--- config.mk ---
export PLATFORM = sky130hd
export DESIGN_NAME = sample_sequencer
export DESIGN_NICKNAME = d
export VERILOG_FILES = /design/src/rtl/sample_sequencer_pkg.sv /design/src/rtl/sample_sequencer_tick_counter.sv /design/src/rtl/sample_sequencer.sv
export SDC_FILE = /design/constraint.sdc
export NUM_CORES = 1
export LEC_CHECK = 0
export ABC_AREA = 1
export BUFFER_PORTS_ARGS = -buffer_cell sky130_fd_sc_hd__clkbuf_2
export CORE_MARGIN = 2
export CORE_UTILIZATION = 56
export DETAILED_ROUTE_END_ITERATION = 12
export GPL_TIMING_DRIVEN = 0
export PLACE_DENSITY = 0.79
export SLEW_MARGIN = 20
export SYNTH_ARGS = -nofsm -noshare
export SYNTH_HDL_FRONTEND = slang
export SYNTH_SLANG_ARGS = --single-unit
export TNS_END_PERCENT = 5
--- constraint.sdc ---
create_clock -name CLK_50M -period 1.9 [get_ports CLK_50M]
set_input_delay 0.095 -clock CLK_50M [delete_from_list [all_inputs] [get_ports CLK_50M]]
set_output_delay 0.095 -clock CLK_50M [all_outputs]
set_load 0.02 [all_outputs]
--- src/rtl/sample_sequencer_pkg.sv ---
`default_nettype none
// +----------------------------------------------------------------------------+
// | Module      : sample_sequencer_pkg                                         |
// | Description : Shared types and codes for the per-sample SPI scheduler:     |
// |               sequencer state encoding, SPI owner codes, DAC channel codes.|
// | Revision    : 1.0 - initial release                                        |
// +----------------------------------------------------------------------------+
package sample_sequencer_pkg;

  // Sequencer states: a start state is always followed by its wait state.
  typedef enum logic [3:0] {
    ST_IDLE  = 4'd0,
    ST_AMP   = 4'd1,
    ST_AMP_W = 4'd2,
    ST_ADC   = 4'd3,
    ST_ADC_W = 4'd4,
    ST_DAC_A = 4'd5,
    ST_DA_W  = 4'd6,
    ST_DAC_B = 4'd7,
    ST_DB_W  = 4'd8
  } seq_state_e;

  // MOSI / chip-select ownership codes.
  localparam logic [1:0] OWN_NONE = 2'b00;
  localparam logic [1:0] OWN_AMP  = 2'b01;
  localparam logic [1:0] OWN_ADC  = 2'b10;
  localparam logic [1:0] OWN_DAC  = 2'b11;

  // DAC channel select codes.
  localparam logic DAC_CH_A = 1'b0;
  localparam logic DAC_CH_B = 1'b1;

  // True in the states that wait for a driver's done pulse (timeout applies).
  function automatic logic is_wait_state(input seq_state_e s);
    return (s == ST_AMP_W) || (s == ST_ADC_W) || (s == ST_DA_W) || (s == ST_DB_W);
  endfunction

endpackage
`default_nettype wire

--- src/rtl/sample_sequencer_tick_counter.sv ---
`default_nettype none
// +----------------------------------------------------------------------------+
// | Module      : sample_sequencer_tick_counter                                |
// | Description : Modulo-MODULO counter advanced by a tick strobe when enabled.|
// |               wrap is asserted combinationally in the cycle whose tick     |
// |               completes a full count (terminal count), then count -> 0.    |
// | Revision    : 1.0 - initial release                                        |
// +----------------------------------------------------------------------------+
module sample_sequencer_tick_counter #(
  parameter int CNT_W  = 8,
  parameter int MODULO = 40
) (
  input  logic clk,
  input  logic rst,
  input  logic clr,
  input  logic en,
  input  logic tick,
  output logic wrap
);

  localparam logic [CNT_W-1:0] C_LAST = CNT_W'(MODULO - 1);
  localparam logic [CNT_W-1:0] C_ONE  = CNT_W'(1);

  logic [CNT_W-1:0] count_q;
  logic [CNT_W-1:0] count_d;
  logic             step;

  // Next count: clear wins, otherwise count ticks and fold back at the terminal value.
  always_comb begin
    step    = en & tick & ~clr;
    wrap    = step & (count_q == C_LAST);
    count_d = count_q;
    if (clr) begin
      count_d = '0;
    end else if (wrap) begin
      count_d = '0;
    end else if (step) begin
      count_d = count_q + C_ONE;
    end
  end

  // Count register.
  always_ff @(posedge clk or posedge rst) begin
    if (rst) begin
      count_q <= '0;
    end else begin
      count_q <= count_d;
    end
  end

endmodule
`default_nettype wire

--- src/rtl/sample_sequencer.sv ---
`default_nettype none
// +----------------------------------------------------------------------------+
// | Module      : sample_sequencer                                             |
// | Description : Per-sample scheduler for the shared SPI bus. Generates the   |
// |               sample period, sequences preamp / ADC / DAC A / DAC B starts,|
// |               grants MOSI ownership and queues gain-change requests.       |
// | Revision    : 1.0 - initial release                                        |
// +----------------------------------------------------------------------------+
module sample_sequencer
  import sample_sequencer_pkg::*;
#(
  parameter int PERIOD_TICKS  = 40,
  parameter int TIMEOUT_TICKS = 64,
  parameter int CNT_W         = 8
) (
  input  logic       CLK_50M,
  input  logic       RESET,
  input  logic       sck_tick,
  input  logic       enable,
  input  logic       gain_req,
  input  logic [7:0] gain_value,
  input  logic       amp_done,
  input  logic       adc_done,
  input  logic       dac_done,
  output logic       amp_start,
  output logic [7:0] amp_gain,
  output logic       adc_start,
  output logic       dac_start,
  output logic       dac_sel,
  output logic [1:0] spi_owner,
  output logic       sample_strobe,
  output logic       overrun,
  output logic       fault
);

  seq_state_e state_q, state_d;
  logic       amp_start_q, amp_start_d;
  logic [7:0] amp_gain_q, amp_gain_d;
  logic       adc_start_q, adc_start_d;
  logic       dac_start_q, dac_start_d;
  logic       dac_sel_q, dac_sel_d;
  logic [1:0] spi_owner_q, spi_owner_d;
  logic       overrun_q, overrun_d;
  logic       fault_q, fault_d;
  logic [7:0] gain_pend_q, gain_pend_d;
  logic       pend_q, pend_d;
  logic       frame_tick_q, frame_tick_d;

  logic       period_wrap;
  logic       timeout;
  logic       in_wait;
  logic       adc_accept;

  assign in_wait = is_wait_state(state_q);

  // Sample-period counter; frozen while disabled so no new frame is requested.
  sample_sequencer_tick_counter #(
    .CNT_W  (CNT_W),
    .MODULO (PERIOD_TICKS)
  ) u_period_cnt (
    .clk  (CLK_50M),
    .rst  (RESET),
    .clr  (1'b0),
    .en   (enable),
    .tick (sck_tick),
    .wrap (period_wrap)
  );

  // Driver watchdog; held at zero outside wait states so every wait starts fresh.
  sample_sequencer_tick_counter #(
    .CNT_W  (CNT_W),
    .MODULO (TIMEOUT_TICKS)
  ) u_timeout_cnt (
    .clk  (CLK_50M),
    .rst  (RESET),
    .clr  (~in_wait),
    .en   (in_wait),
    .tick (sck_tick),
    .wrap (timeout)
  );

  // Next-state and output decode; outputs are computed on the transition into a
  // state so their registered values line up with that state. The sample strobe
  // is the one exception: it must coincide with adc_done so the datapath latches
  // the ADC word while it is still valid.
  always_comb begin
    state_d      = state_q;
    amp_start_d  = 1'b0;
    adc_start_d  = 1'b0;
    dac_start_d  = 1'b0;
    amp_gain_d   = amp_gain_q;
    dac_sel_d    = dac_sel_q;
    spi_owner_d  = spi_owner_q;
    fault_d      = fault_q;
    gain_pend_d  = gain_pend_q;
    pend_d       = pend_q;
    adc_accept   = 1'b0;
    frame_tick_d = period_wrap;
    // A frame boundary that finds the sequence busy is dropped and flagged.
    overrun_d    = overrun_q | (frame_tick_q & (state_q != ST_IDLE));

    case (state_q)
      ST_IDLE: begin
        if (frame_tick_q && enable) begin
          if (pend_q) begin
            state_d     = ST_AMP;
            amp_start_d = 1'b1;
            amp_gain_d  = gain_pend_q;
            spi_owner_d = OWN_AMP;
            pend_d      = 1'b0;
          end else begin
            state_d     = ST_ADC;
            adc_start_d = 1'b1;
            spi_owner_d = OWN_ADC;
          end
        end
      end
      ST_AMP: state_d = ST_AMP_W;
      ST_AMP_W: begin
        if (amp_done) begin
          state_d     = ST_ADC;
          adc_start_d = 1'b1;
          spi_owner_d = OWN_ADC;
        end else if (timeout) begin
          state_d     = ST_IDLE;
          spi_owner_d = OWN_NONE;
          fault_d     = 1'b1;
        end
      end
      ST_ADC: state_d = ST_ADC_W;
      ST_ADC_W: begin
        if (adc_done) begin
          adc_accept  = 1'b1;
          state_d     = ST_DAC_A;
          dac_start_d = 1'b1;
          dac_sel_d   = DAC_CH_A;
          spi_owner_d = OWN_DAC;
        end else if (timeout) begin
          state_d     = ST_IDLE;
          spi_owner_d = OWN_NONE;
          fault_d     = 1'b1;
        end
      end
      ST_DAC_A: state_d = ST_DA_W;
      ST_DA_W: begin
        if (dac_done) begin
          state_d     = ST_DAC_B;
          dac_start_d = 1'b1;
          dac_sel_d   = DAC_CH_B;
        end else if (timeout) begin
          state_d     = ST_IDLE;
          spi_owner_d = OWN_NONE;
          fault_d     = 1'b1;
        end
      end
      ST_DAC_B: state_d = ST_DB_W;
      ST_DB_W: begin
        if (dac_done || timeout) begin
          state_d     = ST_IDLE;
          spi_owner_d = OWN_NONE;
          fault_d     = fault_q | ~dac_done;
        end
      end
      default: begin
        state_d     = ST_IDLE;
        spi_owner_d = OWN_NONE;
      end
    endcase

    // Gain capture is last so a request in the consuming cycle stays queued.
    if (gain_req) begin
      gain_pend_d = gain_value;
      pend_d      = 1'b1;
    end
  end

  // Sequencer state and registered outputs.
  always_ff @(posedge CLK_50M or posedge RESET) begin
    if (RESET) begin
      state_q      <= ST_IDLE;
      amp_start_q  <= 1'b0;
      amp_gain_q   <= 8'h00;
      adc_start_q  <= 1'b0;
      dac_start_q  <= 1'b0;
      dac_sel_q    <= DAC_CH_A;
      spi_owner_q  <= OWN_NONE;
      overrun_q    <= 1'b0;
      fault_q      <= 1'b0;
      gain_pend_q  <= 8'h00;
      pend_q       <= 1'b0;
      frame_tick_q <= 1'b0;
    end else begin
      state_q      <= state_d;
      amp_start_q  <= amp_start_d;
      amp_gain_q   <= amp_gain_d;
      adc_start_q  <= adc_start_d;
      dac_start_q  <= dac_start_d;
      dac_sel_q    <= dac_sel_d;
      spi_owner_q  <= spi_owner_d;
      overrun_q    <= overrun_d;
      fault_q      <= fault_d;
      gain_pend_q  <= gain_pend_d;
      pend_q       <= pend_d;
      frame_tick_q <= frame_tick_d;
    end
  end

  assign amp_start     = amp_start_q;
  assign amp_gain      = amp_gain_q;
  assign adc_start     = adc_start_q;
  assign dac_start     = dac_start_q;
  assign dac_sel       = dac_sel_q;
  assign spi_owner     = spi_owner_q;
  assign sample_strobe = adc_accept;
  assign overrun       = overrun_q;
  assign fault         = fault_q;

endmodule
`default_nettype wire

# [Word level (Yosys, flattened, before mapping)]
# Cells that the tools add are included.
# W data, S select, Z words.
[totals] ff_bits=46 input_bits=16 wordCells=107 output_inout_bits=17
[classes] n_bitwise=10 mux=44 reduce_logical=19 n_eq_ne=18 add_sub_neg=2
[op_table] op="$mux W8" count=5
[op_table] op="$pmux W4 S9" count=1
[op_table] op="$mux W4" count=6
[op_table] op="$mux W1" count=19
[op_table] op="$add A8 B1 Y8 const B" count=2
[op_table] op="$eq A4 B3 Y1 const B" count=4
[op_table] op="$eq A8 B6 Y1 const B" count=2
[op_table] op="$mux W2" count=8
[op_table] op="$ne A2 B2 Y1 const B" count=6
[op_table] op="$pmux W2 S6" count=1
[op_table] op="$eq A4 B2 Y1 const B" count=2
[op_table] op="$reduce_bool A2 Y1" count=4
[op_table] op="$reduce_bool A4 Y1" count=2
[op_table] op="$and A1 B1 Y1" count=6
[op_table] op="$pmux W1 S2" count=3
[op_table] op="$reduce_and A3 Y1" count=2
[op_table] op="$reduce_and A5 Y1" count=1
[op_table] op="$eq A4 B1 Y1 const B" count=1
[op_table] op="$eq A4 B4 Y1 const B" count=1
[op_table] op="$logic_not A4 Y1" count=1
[op_table] op="$logic_or A1 B1 Y1" count=4
[op_table] op="$pmux W1 S4" count=1
[op_table] op="$reduce_and A2 Y1" count=2
[op_table] op="$reduce_and A4 Y1" count=1
[op_table] op="other kinds (6)" count=8

# [Logic depth before layout (Yosys ltp)]
# Gate-level depths: netlist (run 1).
[logic_depth] word_depth=10 ltp_mapped=10 mapped_depth_nobuf=10

# [Hierarchy]
# A second synthesis (run 1) with hierarchy kept.
[hier_totals] hier_cells=332 area_unflattened_um2=2441.1
[modules_own_cells] module="sample_sequencer" area_each_um2=1396.3 instances=1 cells_per_inst=178
[modules_own_cells] module="sample_sequencer_tick_counter (u_period_cnt)" area_each_um2=525.5 instances=1 cells_per_inst=78
[modules_own_cells] module="sample_sequencer_tick_counter (u_timeout_cnt)" area_each_um2=519.2 instances=1 cells_per_inst=76

# [Worst setup path before layout (run 1)]
# OpenSTA, ideal clock, no wires.
[synth_path] kind="register to register" from="register state_q[0]" to="register amp_gain_q[0], in the netlist amp_gain[0]" setup_ps=127 slack_ps=453 arrival_time_ps=1319 required_time_ps=1773 period_less_slack_ps=1447 path_stages_with_launch=6 path_cell_list="dfrtp_1 -> nor2_2 -> nand2_2 -> nor3_4 -> buf_6 -> mux2_1"
[synth_via] elab_chain_cells=2
[synth_lines] element="from (decl)" line_no="sample_sequencer.sv:36" source="seq_state_e state_q, state_d;"
[synth_lines] element="from (signal assigned)" line_no="sample_sequencer.sv:193" source="state_q <= state_d;"
[synth_lines] element="$logic_not A4 Y1" line_no="sample_sequencer.sv:102" source="case (state_q)"
[synth_lines] element="$reduce_and A3 Y1 (no line)"
[synth_lines] element="to (signal assigned)" line_no="sample_sequencer.sv:195" source="amp_gain_q <= amp_gain_d;"
[synth_lines] element="to (decl)" line_no="sample_sequencer.sv:38" source="logic [7:0] amp_gain_q, amp_gain_d;"
# Every way passes these cells.
# A chain may end at the register's enable or synchronous reset.

# [Final worst setup path (run 1)]
[layout_path] from="register state_q[1]" to="register amp_gain_q[0], in the netlist amp_gain[0]"
# Same word-level chain as after synthesis.

==> results.tsv, run 1 <==
metric	value	unit
power_density	1170	mW/mm^2
core.rowCount	22	
finalHoldViolations	0	
finalCritPeriodShare	84.5	%
cap_viol_max_count	0	
synth_flop_cell	dfrtp_1	
initial_core_util	58.9	%
grt_max_degree	31	
finalSetupTns	0	ns
cp-end-kind	flip-flop	
n_antenna_cell	0	
path_cells	nor2_2 -> nand2_2 -> nor3_4 -> buf_6 -> mux2_1	
vias	1734	
ys_warn_count	0	
die_area	0.00440	sq mm
utilization	70.4	%
drc	0	
cp_slowest_stage_delay	0.44	ns
syn2layout_area_growth	19.5	%
outcome	finished, final reports clean	
synth_seq_cells	46	
avgSynthCellArea	9.09	sq um
die_h	66.3	um
antenna_found_initial	0	
synthArstFlopShare	100	%
worstMarginPinSlew	0.397	ns
mostFrequentLayoutCells	46 x dfrtp_1, 45 x nand2_1, 32 x inv_1, 32 x clkbuf_2, 21 x nor2_1	
crit_slowest_cell	dfrtp_1	
grt_pass1_vias	1758	
worstHoldEndpoint	gain_pend_q[4]	
insertion_delay	0.30	ns
fmax	623	MHz
ys_types	32	
fp.dieW	66.3	um
setup_viol	0	
ios	33	
synth-edff-count	0	
drt-initial-drc-count	73	
grt_overflow_total	0	
pre_cts_ws	0.299	ns
max-slew-margin-rel	73.5	%
cts_root_buffer	clkbuf_8	
critPathLaunchType	flip-flop	
whs_path_depth	3	
p_leak	1.34	nW
gr-usage-all-layers	22.2	%
hold_start	gain_value[4]	
place_congestion	0.862	
drive_above_1_share	22.9	%
first_pass_iters	4	
crit_start	state_q[1]	
r2r_end	amp_gain[0]	
reg2reg_slack	0.29	ns
rsz0062_at_grt	no	
hpwl	3020	um
cts_tree	yes	
crit_fanout	10	
h-tree-depth	2	
routedWlPerCell	12.4	um
drv_slew	0	
clock_sinks	46	
crit_required	2.08	ns
clk_pin_slew_worst_paths	0.08	ns
wirelength	4110	um
hold_path.class	primary input to flip-flop	
critPathKind	flip-flop to flip-flop	
postRouteAntennaNets	0	
hold_slack	0.00269	ns
timing.rr.start	state_q[1]	
synth_nets	257	
reg2regPathDepth	5	
crit_arrival	1.79	ns
numPortBuffers	32	
postCtsSetupBuffers	0	
finalCriticalPeriod	1.61	ns
skew	0.00830	ns
fin_nets	301	
final_common_cell	dfrtp_1	
syn_area	0.00217	sq mm
coreArea	0.00369	sq mm
setup_ws	0.295	ns
seq_area_frac_synth	53.0	%
syn_inst	239	
via_per_inst	5.22	
ir_drop	0.733	mV
grt_first_pass_wirelength	7370	um
cts_made_buffers	5	
ctsLongestPathBuffers	2	
==> through the flow <==
step / cells / total power, W / cell area [sq um]
6_report: 332 / 0.00303 / 2600
3_5_place_dp: 320 / 0.00216 / 2410
4_1_cts: 332 / 0.00306 / 2600
3_3_place_gp: 319 / 0.00213 / 2390
5_1_grt: 332 / 0.00324 / 2600
2_1_floorplan: 239 / 0.00192 / 2170
==> flip-flops by register name, summed over array words and instances, names as in the netlist <==
name	count
dac_start	1
gain_pend_q	8
u_period_cnt.count_q	8
state_q	4
fault	1
spi_owner	2
overrun	1
amp_gain	8
adc_start	1
amp_start	1
u_timeout_cnt.count_q	8
frame_tick_q	1
dac_sel	1
pend_q	1
==> cell type report <==
type	count	area [sq um]
sequential	46	1150
tap	48	60.1
buffer	2	15.0
fill	306	1090
multi-input combinational	157	880
timing repair buffer	37	220
inverter	34	128
clock inverter	2	60.1
clock buffer	6	82.6
==> Yosys cell counts, types with 3 or more instances <==
master,number,area share (%)
xor2_1,3,1.2
nor3_1,3,0.69
nand2_2,4,1.2
dfrtp_1,46,53
o21ai_0,18,4.1
nand3_1,16,3.7
mux2_2,3,1.6
nand2_1,45,7.8
nor2_2,3,0.86
inv_1,33,5.7
nand4_1,4,1.2
nor2_1,21,3.6
a21oi_1,12,2.8
o22ai_1,3,0.86
==> layer usage <==
| metal | GRT usage (%) | part of all wire, % |
|---|---|---|
| met4 | 9.18 | 1.7 |
| met2 | 37.3 | 51 |
| met1 | 26.7 | 43 |
| met3 | 6.47 | 4.8 |
| met5 | 0 | 0 |
==> critical path: cells and delay by family, from the launching register on <==
kind,cells,cell delay [ns]
flops,1,0.44
buf+inv,1,0.18
simple gates,3,0.55
mux,1,0.31
==> timing repair <==
item / in CTS / in global routing
endpoints found under the setup margin: 0 / 0
gates resized for setup: 0 / 0
endpoints found under the hold margin: 19 / 0
hold buffers: 4 / 0
==> worst max-delay path by stage <==
stage	to	slack [ns]	depth (start not counted)
finish	amp_gain[0]	0.29	5
global route	spi_owner[1]	0.16	8
CTS	amp_gain[0]	0.28	5
detailed placement	amp_gain[0]	0.30	5
global placement	u_period_cnt.count_q[4]	0.18	2
floorplan	amp_gain[0]	0.45	5
==> cells by family (layout without fill, tap and decap cells) <==
family	count (synthesis)	after routing	share of synthesized area, %
fa+ha+maj	2	2	1.15
compound gates	37	37	9.21
xor+xnor	5	5	2.02
simple gates	109	109	26.0
mux	4	4	2.07
flops	46	46	53.0
buf+inv	36	81	6.56
==> where the power goes <==
group          leakage, nW  switching (W)  internal, W
sequential           0.599       0.000142      0.00118
combinational        0.673       0.000533     0.000292
clock               0.0714       0.000327     0.000561
No activity file was read; power rests on OpenSTA's default activity.
==> inputs of run 2 (changes only) <==
--- a/config.mk
+++ b/config.mk
@@ -5,13 +5,13 @@
 export SDC_FILE = /design/constraint.sdc
 export NUM_CORES = 1
 export LEC_CHECK = 0
-export ABC_AREA = 1
+export ABC_AREA = 0
 export BUFFER_PORTS_ARGS = -buffer_cell sky130_fd_sc_hd__clkbuf_2
 export CORE_MARGIN = 2
-export CORE_UTILIZATION = 56
+export CORE_UTILIZATION = 50
 export DETAILED_ROUTE_END_ITERATION = 12
 export GPL_TIMING_DRIVEN = 0
-export PLACE_DENSITY = 0.79
+export PLACE_DENSITY = 0.74
 export SLEW_MARGIN = 20
 export SYNTH_ARGS = -nofsm -noshare
 export SYNTH_HDL_FRONTEND = slang
==> constraint.sdc (replaced) <==
create_clock -name CLK_50M -period 1.3 [get_ports CLK_50M]
set_input_delay 0.065 -clock CLK_50M [delete_from_list [all_inputs] [get_ports CLK_50M]]
set_output_delay 0.065 -clock CLK_50M [all_outputs]
set_load 0.02 [all_outputs]
==> results.tsv, run 2 <==
metric	value	unit
outcome	complete, but fails checks	
violations	setup timing	
crit_family	simple AND/OR/NAND/NOR gates	
numPortBuffers	30	
clk_pin_slew_worst_paths	0.09	ns
p_seq_share	51.6	%
n_antenna_cell	0	
grt_max_degree	26	
synth_top_area_share	53.2	%
crit_arrival	1.63	ns
drt-initial-drc-count	128	
finalCriticalPeriod	1.44	ns
fin_nets	283	
routed-wl-met3	246	um
avgSynthCellArea	11.0	sq um
p_clk_share	40.8	%
synth_seq_cells	46	
insertion_delay	0.30	ns
stdcell_count	316	
pre_cts_ws	-0.437	ns
drive_above_1_share	47.0	%
cp-end-kind	flip-flop	
p_leak	1.41	nW
syn2layout_area_growth	39.9	%
finalHoldViolations	0	
path_cells	buf_6 -> nor2_4 -> nand2_4 -> nor2_4 -> nand2_4 -> mux2_4	
combinationalPowerShare	7.6	%
synth_nets	215	
drv_slew	0	
vias	1770	
hold_slack	0.0145	ns
power_density	1040	mW/mm^2
ys_warn_count	0	
final_common_cell	dfrtp_1	
syn_area	0.00216	sq mm
die_h	69.8	um
h-tree-depth	2	
synth-edff-count	0	
utilization	74.1	%
gr-usage-all-layers	21.3	%
postRouteAntennaNets	0	
top_layer_used	met4	
p_int	0.00241	W
synthArstFlopShare	100	%
clock_sinks	46	
met1_length	2040	um
mostFrequentLayoutCells	41 x dfrtp_1, 29 x clkbuf_2, 20 x buf_4	
cts_made_buffers	5	
wirelength	4800	um
ys_top_cells_by_count	46 x dfrtp_1, 18 x nand2_1, 16 x nor2_1	
grt_first_pass_wirelength	8210	um
critical_path_depth	6	
p_sw	0.000728	W
grt_overflow_total	0	
reg2regPathDepth	6	
fin_area	0.00303	sq mm
worstMarginPinSlew	0.492	ns
coreArea	0.00409	sq mm
switching_share	23.2	%
fmax	695	MHz
antenna_found_initial	0	
crit_fanout	8	
place_congestion	0.839	
ys_types	46	
cap_viol_max_count	0	
cts_root_buffer	clkbuf_8	
place_area	0.00243	sq mm
fp.dieW	69.8	um
seq_area_frac_synth	53.2	%
critPathLaunchType	flip-flop	
first_pass_iters	4	
via_per_inst	5.60	
initial_core_util	53.0	%
wl_met2	2380	um
crit_slowest_cell	dfrtp_1	
ios	33	
synthTopCellsByArea	dfrtp_1 53%, mux2_2 7.3%, nand2_1 3.1%	
ir_drop	0.987	mV
finalCritPeriodShare	111	%
critPathKind	flip-flop to flip-flop	
drc	0	
rsz0062_at_grt	yes	
grt_pass1_vias	1804	
synth_flop_cell	dfrtp_1	
synth_top_cell_by_area	dfrtp_1	
synth_most_common_cell	dfrtp_1	
routedWlPerCell	15.2	um
die_area	0.00487	sq mm
setup_ws	-0.140	ns
skew	0.0119	ns
whs_path_depth	2	
hold_path.class	primary input to flip-flop	
dp.cells	278	
cts_tree	yes	
max-slew-margin-rel	67.2	%
syn_inst	197	
crit_buf_inv	1	
cp_slowest_stage_delay	0.38	ns
setup_viol	20	
crit_required	1.49	ns
hpwl	2900	um
core.rowCount	23	
ctsLongestPathBuffers	2	
## run 2: final cells by class
type | count | area, sq um
buffer | 7 | 63.8
timing repair buffer | 60 | 424
tap | 50 | 62.6
fill | 269 | 1060
inverter | 8 | 32.5
clock buffer | 5 | 68.8
sequential | 46 | 1160
multi-input combinational | 137 | 1150
clock inverter | 3 | 68.8
## run 2: what timing repair did
action | in CTS | in global routing
pin swaps | 24 | 7
cloned | 1 | 0
endpoints found under the setup margin | 29 | 31
hold buffers | 8 | 0
hold endpoints to repair | 28 | 0
buffers inserted | 21 | 0
gates resized for setup | 41 | 15
## run 2: power by group through the flow
stage / registers [W] / logic [W] / clock network (W)
floorplan: 0.00161 / 0.000140 / 0
global placement: 0.00162 / 0.000188 / 0
detailed placement: 0.00163 / 0.000205 / 0
CTS: 0.00160 / 0.000226 / 0.00130
global route: 0.00164 / 0.000267 / 0.00138
finish: 0.00162 / 0.000239 / 0.00128
## run 2: cells by family after synthesis
family                   after synthesis  synth area share [%]
multiplexers                          19                  9.71
adder cells (fa/ha/maj)                2                  1.16
buffers and inverters                 15                  2.95
AO/OA/AOI/OAI                         36                  11.5
flip-flops                            46                  53.2
XOR/XNOR                              11                  4.45
AND/OR/NAND/NOR                       68                  17.1
## run 2: per-stage QoR
stage	setup TNS (ns)	total power, W
after global placement	-24.65	0.00181
after global routing	-3.75	0.00328
final	-2.12	0.00314
after floorplan	-1.84	0.00175
after detailed placement	-6.49	0.00183
after CTS	-2.51	0.00313
## run 2: path summary, 6_finish.rpt
check                                   startpoint                       end  slack, ns
min reg2reg                u_period_cnt.count_q[7]   u_period_cnt.count_q[7]       0.46
max reg2reg                             state_q[1]               amp_gain[4]      -0.14
max                                     state_q[1]               amp_gain[4]      -0.14
min in group asynchronous                    RESET  u_timeout_cnt.count_q[1]       0.33
min                                  gain_value[4]            gain_pend_q[4]       0.01
max in group asynchronous                    RESET   u_period_cnt.count_q[0]       0.45
## run 2: layer usage
layer  vias to the layer above  track usage, %
met5                         -               0
met4                         0            8.33
met3                        16            5.96
met2                        53            34.1
met1                       865            27.4
li1                        836               -
==> inputs of run 3 (changes only) <==
--- a/config.mk
+++ b/config.mk
@@ -8,10 +8,12 @@
 export ABC_AREA = 0
 export BUFFER_PORTS_ARGS = -buffer_cell sky130_fd_sc_hd__clkbuf_2
 export CORE_MARGIN = 2
-export CORE_UTILIZATION = 50
+export CORE_UTILIZATION = 45
+export CTS_BUF_LIST = sky130_fd_sc_hd__clkbuf_4
 export DETAILED_ROUTE_END_ITERATION = 12
 export GPL_TIMING_DRIVEN = 0
-export PLACE_DENSITY = 0.74
+export HOLD_SLACK_MARGIN = 0.02
+export PLACE_DENSITY = 0.68
 export SLEW_MARGIN = 20
 export SYNTH_ARGS = -nofsm -noshare
 export SYNTH_HDL_FRONTEND = slang
==> results.tsv, run 3 (same netlist as run 2, synthesis figures left out) <==
metric	value	unit
worstMarginPinSlew	0.525	ns
cts_root_buffer	clkbuf_4	
mostFrequentLayoutCells	42 x dfrtp_1, 30 x buf_4, 29 x clkbuf_2	
drv_slew	0	
vias	1817	
routedWlPerCell	15.3	um
setup_viol	25	
fin_nets	300	
crit_arrival	1.85	ns
grt_pass1_vias	1720	
grt_use_met3	4.25	%
whs_path_depth	4	
stdcell_count	337	
coreArea	0.00469	sq mm
critPathKind	flip-flop to flip-flop	
syn2layout_area_growth	44.5	%
antenna_found_initial	0	
h-tree-depth	2	
wirelength	5150	um
grt_first_pass_wirelength	8050	um
dp.cells	282	
power_density	851	mW/mm^2
cp-end-kind	flip-flop	
hpwl	2800	um
p_int	0.00189	W
finalCritPeriodShare	117	%
crit_required	1.63	ns
grt_max_degree	26	
p_clk_share	29.8	%
max-slew-margin-rel	64.9	%
initial_core_util	46.1	%
postRouteAntennaNets	0	
die_area	0.00538	sq mm
critPathLaunchType	flip-flop	
cp_slowest_stage_delay	0.41	ns
combinationalPowerShare	9.3	%
insertion_delay	0.39	ns
use_met2	31.1	%
ir_drop	0.931	mV
via_per_inst	5.39	
report.power.total	0.00266	W
final_common_cell	dfrtp_1	
grtUsageMet1	25.6	%
path_cells	buf_6 -> o21ai_4 -> nand3_4 -> a211o_4 -> nor4_4 -> a21o_1	
finalCriticalPeriod	1.52	ns
clk_pin_slew_worst_paths	0.16	ns
crit_fanout	6	
die_h	73.4	um
clock_sinks	46	
drive_above_1_share	46.6	%
p_leak	1.47	nW
numPortBuffers	30	
fill_cells	360	
finalHoldViolations	0	
cap_viol_max_count	0	
gr-usage-all-layers	19.5	%
grt-busiest-layer	met2	
grt_overflow_total	0	
violations	setup timing	
switching_share	29.0	%
drt-initial-drc-count	142	
reg2regPathDepth	6	
cts_made_buffers	5	
cts_tree	yes	
place_congestion	0.820	
finalSetupTns	-3.40	ns
p_seq_share	60.9	%
fmax	659	MHz
fp.dieW	73.4	um
skew	0.0124	ns
hold_path.class	primary input to flip-flop	
n_antenna_cell	0	
ios	33	
core.rowCount	25	
utilization	66.6	%
rsz0062_at_grt	yes	
crit_slowest_cell	dfrtp_1	
p_sw	0.000771	W
first_pass_iters	4	
outcome	complete, but fails checks	
ctsLongestPathBuffers	2	
setup_ws	-0.218	ns
drc	0	
-- run 3: cell count changes in the layout (fill, tap and decap cells not counted), sizes merged --
cell,change
dlygate4sd3,+4
buf,+13
bufinv,-2
inv,+2
-- run 3: per-stage QoR --
step / hold slack (ns) / cell area (sq um) / setup slack (ns)
after floorplan: 0.217 / 2200 / -0.181
after global placement: 0.297 / 2420 / -0.445
after detailed placement: 0.122 / 2450 / -0.412
after CTS: 0.0382 / 2900 / -0.222
after global routing: 0.103 / 3130 / -0.278
final: 0.0938 / 3130 / -0.218
-- run 3: power by group through the flow --
stage,Combinational [W],Clock [W],Sequential [W]
after CTS,0.000235,0.000807,0.00160
after detailed placement,0.000206,0,0.00162
after global routing,0.000276,0.000870,0.00164
after global placement,0.000189,0,0.00162
after floorplan,0.000140,0,0.00161
final,0.000249,0.000793,0.00162
-- run 3: final timing paths --
path | startpoint | to | slack, ns
max | state_q[1] | u_timeout_cnt.count_q[5] | -0.22
min | amp_done | adc_start | 0.09
max reg2reg | state_q[1] | u_timeout_cnt.count_q[5] | -0.22
min reg2reg | u_period_cnt.count_q[7] | u_period_cnt.count_q[7] | 0.47
max in group asynchronous | RESET | u_period_cnt.count_q[0] | 0.55
min in group asynchronous | RESET | u_timeout_cnt.count_q[7] | 0.23
-- run 3: metal layers --
layer  part of all wire [%]  wire length, um
met1                     43             2240
met2                     50             2600
met3                    3.5              180
met4                    2.7              138
met5                      0                0
-- run 3: cell type report --
class	instances	area, sq um	area share (%)
buffer	7	82.6	2.64
clock buffer	5	37.5	1.20
clock inverter	3	28.8	0.920
inverter	8	40.0	1.28
multi-input combinational	137	1140	36.4
sequential	46	1160	37.0
tap	54	67.6	2.16
timing repair buffer	77	577	18.4
-- run 3: what timing repair did --
action                     in CTS  in global routing
pin swaps                      10                 17
resized for setup              38                 22
hold endpoints to repair       31                  1
gates cloned                    1                  0
setup endpoints to repair      29                 31
setup buffers                  17                 17
hold buffers                   11                  1
-- run 3: worst max-delay path: cells and delay by family (launching register included) --
kind                   cells  cell delay, ns
AO/OA/AOI/OAI              3            0.62
buffers and inverters      1            0.14
flip-flops                 1            0.41
AND/OR/NAND/NOR            2            0.29
